[config.mk]
export PLATFORM = sky130hd
export DESIGN_NAME = vx_barrier_table
export DESIGN_NICKNAME = d
export VERILOG_FILES = /design/src/rtl/vx_barrier_table.sv
export SDC_FILE = /design/constraint.sdc
export NUM_CORES = 1
export LEC_CHECK = 0
export BUFFER_PORTS_ARGS = -buffer_cell sky130_fd_sc_hd__buf_2
export CAP_MARGIN = 40
export CORE_MARGIN = 2
export CORE_UTILIZATION = 55
export CTS_CLUSTER_SIZE = 12
export DETAILED_ROUTE_END_ITERATION = 6
export HOLD_SLACK_MARGIN = 0.08
export PLACE_DENSITY_LB_ADDON = 0.25
export SYNTH_ARGS = -nofsm -noshare
export SYNTH_HDL_FRONTEND = slang
export SYNTH_SLANG_ARGS = --single-unit
export TNS_END_PERCENT = 50
[constraint.sdc]
create_clock -name clk -period 2.7 [get_ports clk]
set_clock_uncertainty 0.05 [all_clocks]
set_input_delay 0.27 -clock clk [delete_from_list [all_inputs] [get_ports clk]]
set_output_delay 0.27 -clock clk [all_outputs]
set_load 0.01 [all_outputs]
[src/rtl/vx_barrier_table.sv]
// Local barrier table: tracks per-slot arrivals from warp control and
// releases every waiting warp in a single registered pulse when the last
// expected warp arrives. Duplicate and size-mismatch arrivals raise sticky
// error flags.
module vx_barrier_table #(
  parameter int NUM_WARPS    = 4,
  parameter int NUM_BARRIERS = 4,
  parameter int NW_WIDTH     = (NUM_WARPS > 1) ? $clog2(NUM_WARPS) : 1,
  parameter int NB_WIDTH     = (NUM_BARRIERS > 1) ? $clog2(NUM_BARRIERS) : 1
) (
  input  logic                 clk,
  input  logic                 reset,
  input  logic                 bar_valid,
  input  logic [NW_WIDTH-1:0]  bar_wid,
  input  logic [NB_WIDTH-1:0]  bar_id,
  input  logic [NW_WIDTH-1:0]  bar_size_m1,
  output logic                 release_valid,
  output logic [NB_WIDTH-1:0]  release_id,
  output logic [NUM_WARPS-1:0] release_wmask,
  output logic [NUM_WARPS-1:0] stalled_wmask,
  output logic                 err_dup,
  output logic                 err_size
);

  localparam logic [NW_WIDTH-1:0] MAX_M1 = NW_WIDTH'(NUM_WARPS - 1);

  logic [NW_WIDTH-1:0]  cnt_q   [NUM_BARRIERS];
  logic [NW_WIDTH-1:0]  size_q  [NUM_BARRIERS];
  logic [NUM_WARPS-1:0] wmask_q [NUM_BARRIERS];
  logic [NW_WIDTH-1:0]  cnt_d   [NUM_BARRIERS];
  logic [NW_WIDTH-1:0]  size_d  [NUM_BARRIERS];
  logic [NUM_WARPS-1:0] wmask_d [NUM_BARRIERS];

  logic                 rel_valid_d;
  logic [NB_WIDTH-1:0]  rel_id_d;
  logic [NUM_WARPS-1:0] rel_wmask_d;
  logic [NUM_WARPS-1:0] stalled_d;
  logic                 err_dup_d;
  logic                 err_size_d;

  logic                 req_ok;
  logic                 busy;
  logic [NW_WIDTH-1:0]  req_m1;
  logic [NW_WIDTH-1:0]  lim;
  logic [NUM_WARPS-1:0] wbit;

  // Next-state for slot table, release pulse, stall view and sticky errors
  always_comb begin
    cnt_d       = cnt_q;
    size_d      = size_q;
    wmask_d     = wmask_q;
    rel_valid_d = 1'b0;
    rel_id_d    = '0;
    rel_wmask_d = '0;
    err_dup_d   = err_dup;
    err_size_d  = err_size;
    stalled_d   = '0;

    req_ok = (int'(bar_wid) < NUM_WARPS) && (int'(bar_id) < NUM_BARRIERS);
    wbit   = NUM_WARPS'(1) << bar_wid;
    req_m1 = (bar_size_m1 > MAX_M1) ? MAX_M1 : bar_size_m1;
    busy   = |wmask_q[bar_id];
    lim    = busy ? size_q[bar_id] : req_m1;

    if (bar_valid && req_ok) begin
      if (busy && (req_m1 != size_q[bar_id]))
        err_size_d = 1'b1;
      // stalled_wmask mirrors OR of all slot masks, so it catches re-arrival
      // at the same slot as well as at a different slot.
      if (|(stalled_wmask & wbit)) begin
        err_dup_d = 1'b1;
      end else if (cnt_q[bar_id] == lim) begin
        rel_valid_d     = 1'b1;
        rel_id_d        = bar_id;
        rel_wmask_d     = wmask_q[bar_id] | wbit;
        cnt_d[bar_id]   = '0;
        size_d[bar_id]  = '0;
        wmask_d[bar_id] = '0;
      end else begin
        cnt_d[bar_id]   = cnt_q[bar_id] + NW_WIDTH'(1);
        size_d[bar_id]  = lim;
        wmask_d[bar_id] = wmask_q[bar_id] | wbit;
      end
    end

    for (int unsigned b = 0; b < NUM_BARRIERS; b++)
      stalled_d = stalled_d | wmask_d[b];
  end

  // Register slot state and all outputs; reset drops waiters silently
  always_ff @(posedge clk) begin
    if (reset) begin
      for (int unsigned b = 0; b < NUM_BARRIERS; b++) begin
        cnt_q[b]   <= '0;
        size_q[b]  <= '0;
        wmask_q[b] <= '0;
      end
      release_valid <= 1'b0;
      release_id    <= '0;
      release_wmask <= '0;
      stalled_wmask <= '0;
      err_dup       <= 1'b0;
      err_size      <= 1'b0;
    end else begin
      cnt_q         <= cnt_d;
      size_q        <= size_d;
      wmask_q       <= wmask_d;
      release_valid <= rel_valid_d;
      release_id    <= rel_id_d;
      release_wmask <= rel_wmask_d;
      stalled_wmask <= stalled_d;
      err_dup       <= err_dup_d;
      err_size      <= err_size_d;
    end
  end

endmodule

==> results.yml <==
worst_setup_path:
  crit_chain: "mux4_2 > or4b_2 > nor2_1 > o22a_1 > o22ai_1"
  setup.worst_path.end: "stalled_wmask[1]$_SDFF_PP0_"
  startpoint: "stalled_wmask[3]$_SDFF_PP0_"
  cp_slowest_cell: "or4b_2"
  path_depth: 5
  slowest_delay_ns: 0.86
  r2r_cells: 5
  regToRegEndpoint: "stalled_wmask[1]$_SDFF_PP0_"
  r2r-start: "stalled_wmask[3]$_SDFF_PP0_"
  startpoint_type: "flop"
  path_delay_family: "simple AND/OR/NAND/NOR gates"
  cp_data_arrival_time_ns: 2.45
  crit_type: "flop to flop"
  cp-end-kind: "flop"
  r2r_setup_slack_ns: 0.37
  critPathBufInv: 0
  crit_fanout: 13
  worstPathRequired_ns: 2.82
sta:
  hold_viol: 0
  worst_pin_slew_ns: 0.6056
  finalSetupViolCount: 0
  finalSetupTns_ns: 0
  slew_violations: 0
  fin_crit_ns: 2.328
  post-route-period-util: 0.8623
  max_slew_margin: 0.5944
  rsz0062_at_grt: "false"
  clock.fmax_mhz: 429.5
route:
  drtPass1Iterations: 4
  vias: 2022
  drt_iter0_drc: 271
  final_antenna_net_count: 0
  routedWlPerCell_um: 16.42
  drt-vias-per-instance: 6.090
  routed_wl_um: 5452
  drc: 0
synthesis:
  synth_cells: 255
  synth_area_mm2: 0.002275
  avgSynthCellArea_um2: 8.920
  synth_top_area_cell: "dfxtp_1"
  yosysTopAreaCellShare: 0.3960
  yosysWarnings: 0
  synth.area.top_cells: "dfxtp_1 40%, mux4_2 8.9%, nand3b_1 5.9%"
  synth_edf_count: 0
  ys_seq_area_frac: 0.3960
  yosys_register_bits: 45
  yosys_most_used_dff: "dfxtp_1"
  synth_nets: 264
  ys_async_sr_fraction: 0
  synth.distinct_cells: 37
placed_design:
  port_buffers: 21
  gp_congestion: 0.8753
  hpwl_um: 3846
power:
  power.leakage_nw: 0.9462
  power.total_mw: 1.391
  peakVddDrop_mv: 0.2132
  p_per_area_mw_per_mm2: 543.5
hold_path:
  hold_path.class: "input port to flop"
  min_from: "bar_valid"
global_route:
  grt_max_degree: 32
  grt-ovfl-total: 0
  antenna_found_initial: 0
  grt_pass1_wl_um: 8576
  grt_pass1_vias: 1792
  grt_usage: 0.2502
clocking:
  max-clock-path-buffers: 2
  clk_pin_slew_ns: 0.08
  cts_buffers: 5
  cts_tree: "done"
  htreeDepth: 2
  postCtsHoldBufs: 0
  postCtsSetupBuffers: 0
  cts_resized: 0
  clk_latency_ns: 0.30
  cts.sinks: 45
  clockRootBuffer: "clkbuf_8"
die:
  core_area_mm2: 0.004000
  fp.dieW_um: 68.31
  num_rows: 23
  die-area_mm2: 0.004666
  die_y_um: 68.31
  start_util: 0.5687
  io_pins: 22
cells_and_area:
  diodes: 0
  nFillCells: 335
  drive_above_1_share: 0.2305
  nets: 290
  syn2layout_area_growth_pct: 12.54
run_status:
  status: "finished clean"
flow_run:
  maxCapViolations: 0
power by group:
part	internal (mW)	switching, mW
registers	0.690	0.0142
logic	0.103	0.148
clock network	0.208	0.228
total	1.00	0.391
routing by layer:
layer / wire [µm] / global-route usage / up-vias
met1: 2461 / 0.3593 / 951
met4: 81 / 0.09750 / 0
met3: 422 / 0.04605 / 9
met2: 2486 / 0.3701 / 85
li1: - / - / 977
met5: 0 / 0 / -
tightest hold or removal path: stages:
cell     delay, ns
buf_2         0.15
a21oi_1       0.08
nor2_1        0.07
state kept, by name (all words and copies together), names as in the netlist:
name	count
wmask_q	16
cnt_q	8
size_q	8
release_wmask	4
stalled_wmask	4
release_id	2
err_dup	1
err_size	1
release_valid	1
cell type report:
class                           instances  area, µm²  area share
Clock inverter                          2      13.76    0.005376
Inverter                                7      26.28     0.01026
Multi-Input combinational cell        186       1256      0.4907
Tap cell                               50      62.56     0.02444
Clock buffer                            6      82.58     0.03226
Timing Repair Buffer                   36      217.7     0.08504
Sequential cell                        45      900.9      0.3519
per-stage QoR:
step                        util  worst slack (ns)  std cells  cell area [µm²]  hold slack [ns]
after floorplan                -            0.4920        255             2275           0.3607
after global placement    0.6159            0.2246        324             2464           0.3945
after detailed placement  0.6159            0.1605        324             2464           0.4030
after CTS                 0.6400            0.4080        332             2560           0.2471
after global routing      0.6400            0.3076        332             2560           0.2870
final                     0.6400            0.3718        332             2560           0.2573
worst min-delay path by stage:
| stage | endpoint | slack, ns | depth (start not counted) |
|---|---|---|---|
| 6_report | err_dup$_SDFFE_PP0P_ | 0.26 | 3 |
| 5_1_grt | err_dup$_SDFFE_PP0P_ | 0.29 | 3 |
| 3_5_place_dp | cnt_q[4]$_SDFFE_PP0P_ | 0.40 | 2 |
| 2_1_floorplan | err_dup$_SDFFE_PP0P_ | 0.36 | 2 |
| 4_1_cts | err_dup$_SDFFE_PP0P_ | 0.25 | 3 |
| 3_3_place_gp | err_dup$_SDFFE_PP0P_ | 0.39 | 2 |
logic make-up (layout without fill, tap and decap cells):
group,count (synthesis),count (layout),synth area share
buf+inv,24,51,0.05171
xor+xnor,6,6,0.02310
flops,45,45,0.3960
simple gates,101,101,0.2591
compound gates,69,69,0.1744
mux,10,10,0.09571
cells in the mapped netlist, drive strengths merged (2+ instances only):
cell type  count
a211oi         5
a21oi         21
a31oi          7
and3           2
buf            7
clkbuf        10
dfxtp         45
inv            7
mux4           9
nand2         28
nand2b         2
nand3          8
nand3b        18
nand4          2
nand4bb        2
nor2          20
nor3b          6
o21ai         22
o22a           4
o22ai          8
or3            4
or3b           3
xnor2          6
layout by cell type, fill, tap and decap left out:
cell | Yosys | routed
a211oi_1 | 5 | 5
a21oi_1 | 21 | 21
a22oi_1 | 1 | 1
a31oi_1 | 7 | 7
and2_1 | 1 | 1
and3_1 | 2 | 2
buf_2 | 4 | 21
buf_4 | 0 | 15
clkbuf_8 | 0 | 6
clkinv_2 | 0 | 1
clkinv_4 | 0 | 1
dfxtp_1 | 45 | 45
inv_1 | 7 | 7
mux2_4 | 1 | 1
mux4_2 | 9 | 9
nand2_1 | 27 | 27
nand2_2 | 1 | 1
nand2b_1 | 2 | 2
nand3_1 | 7 | 7
nand3_2 | 1 | 1
nand3b_1 | 18 | 18
nand4_1 | 2 | 2
nand4bb_1 | 2 | 2
nor2_1 | 20 | 20
nor3_1 | 1 | 1
nor3b_1 | 4 | 4
nor3b_2 | 2 | 2
nor4_4 | 1 | 1
o211ai_1 | 1 | 1
o21ai_0 | 8 | 8
o21ai_1 | 14 | 14
o22a_1 | 4 | 4
o22ai_1 | 8 | 8
or2_2 | 1 | 1
or3_1 | 4 | 4
or3b_2 | 3 | 3
or4_4 | 1 | 1
or4b_2 | 1 | 1
xnor2_1 | 6 | 6
Note: power is estimated with default switching activity, not from simulation.
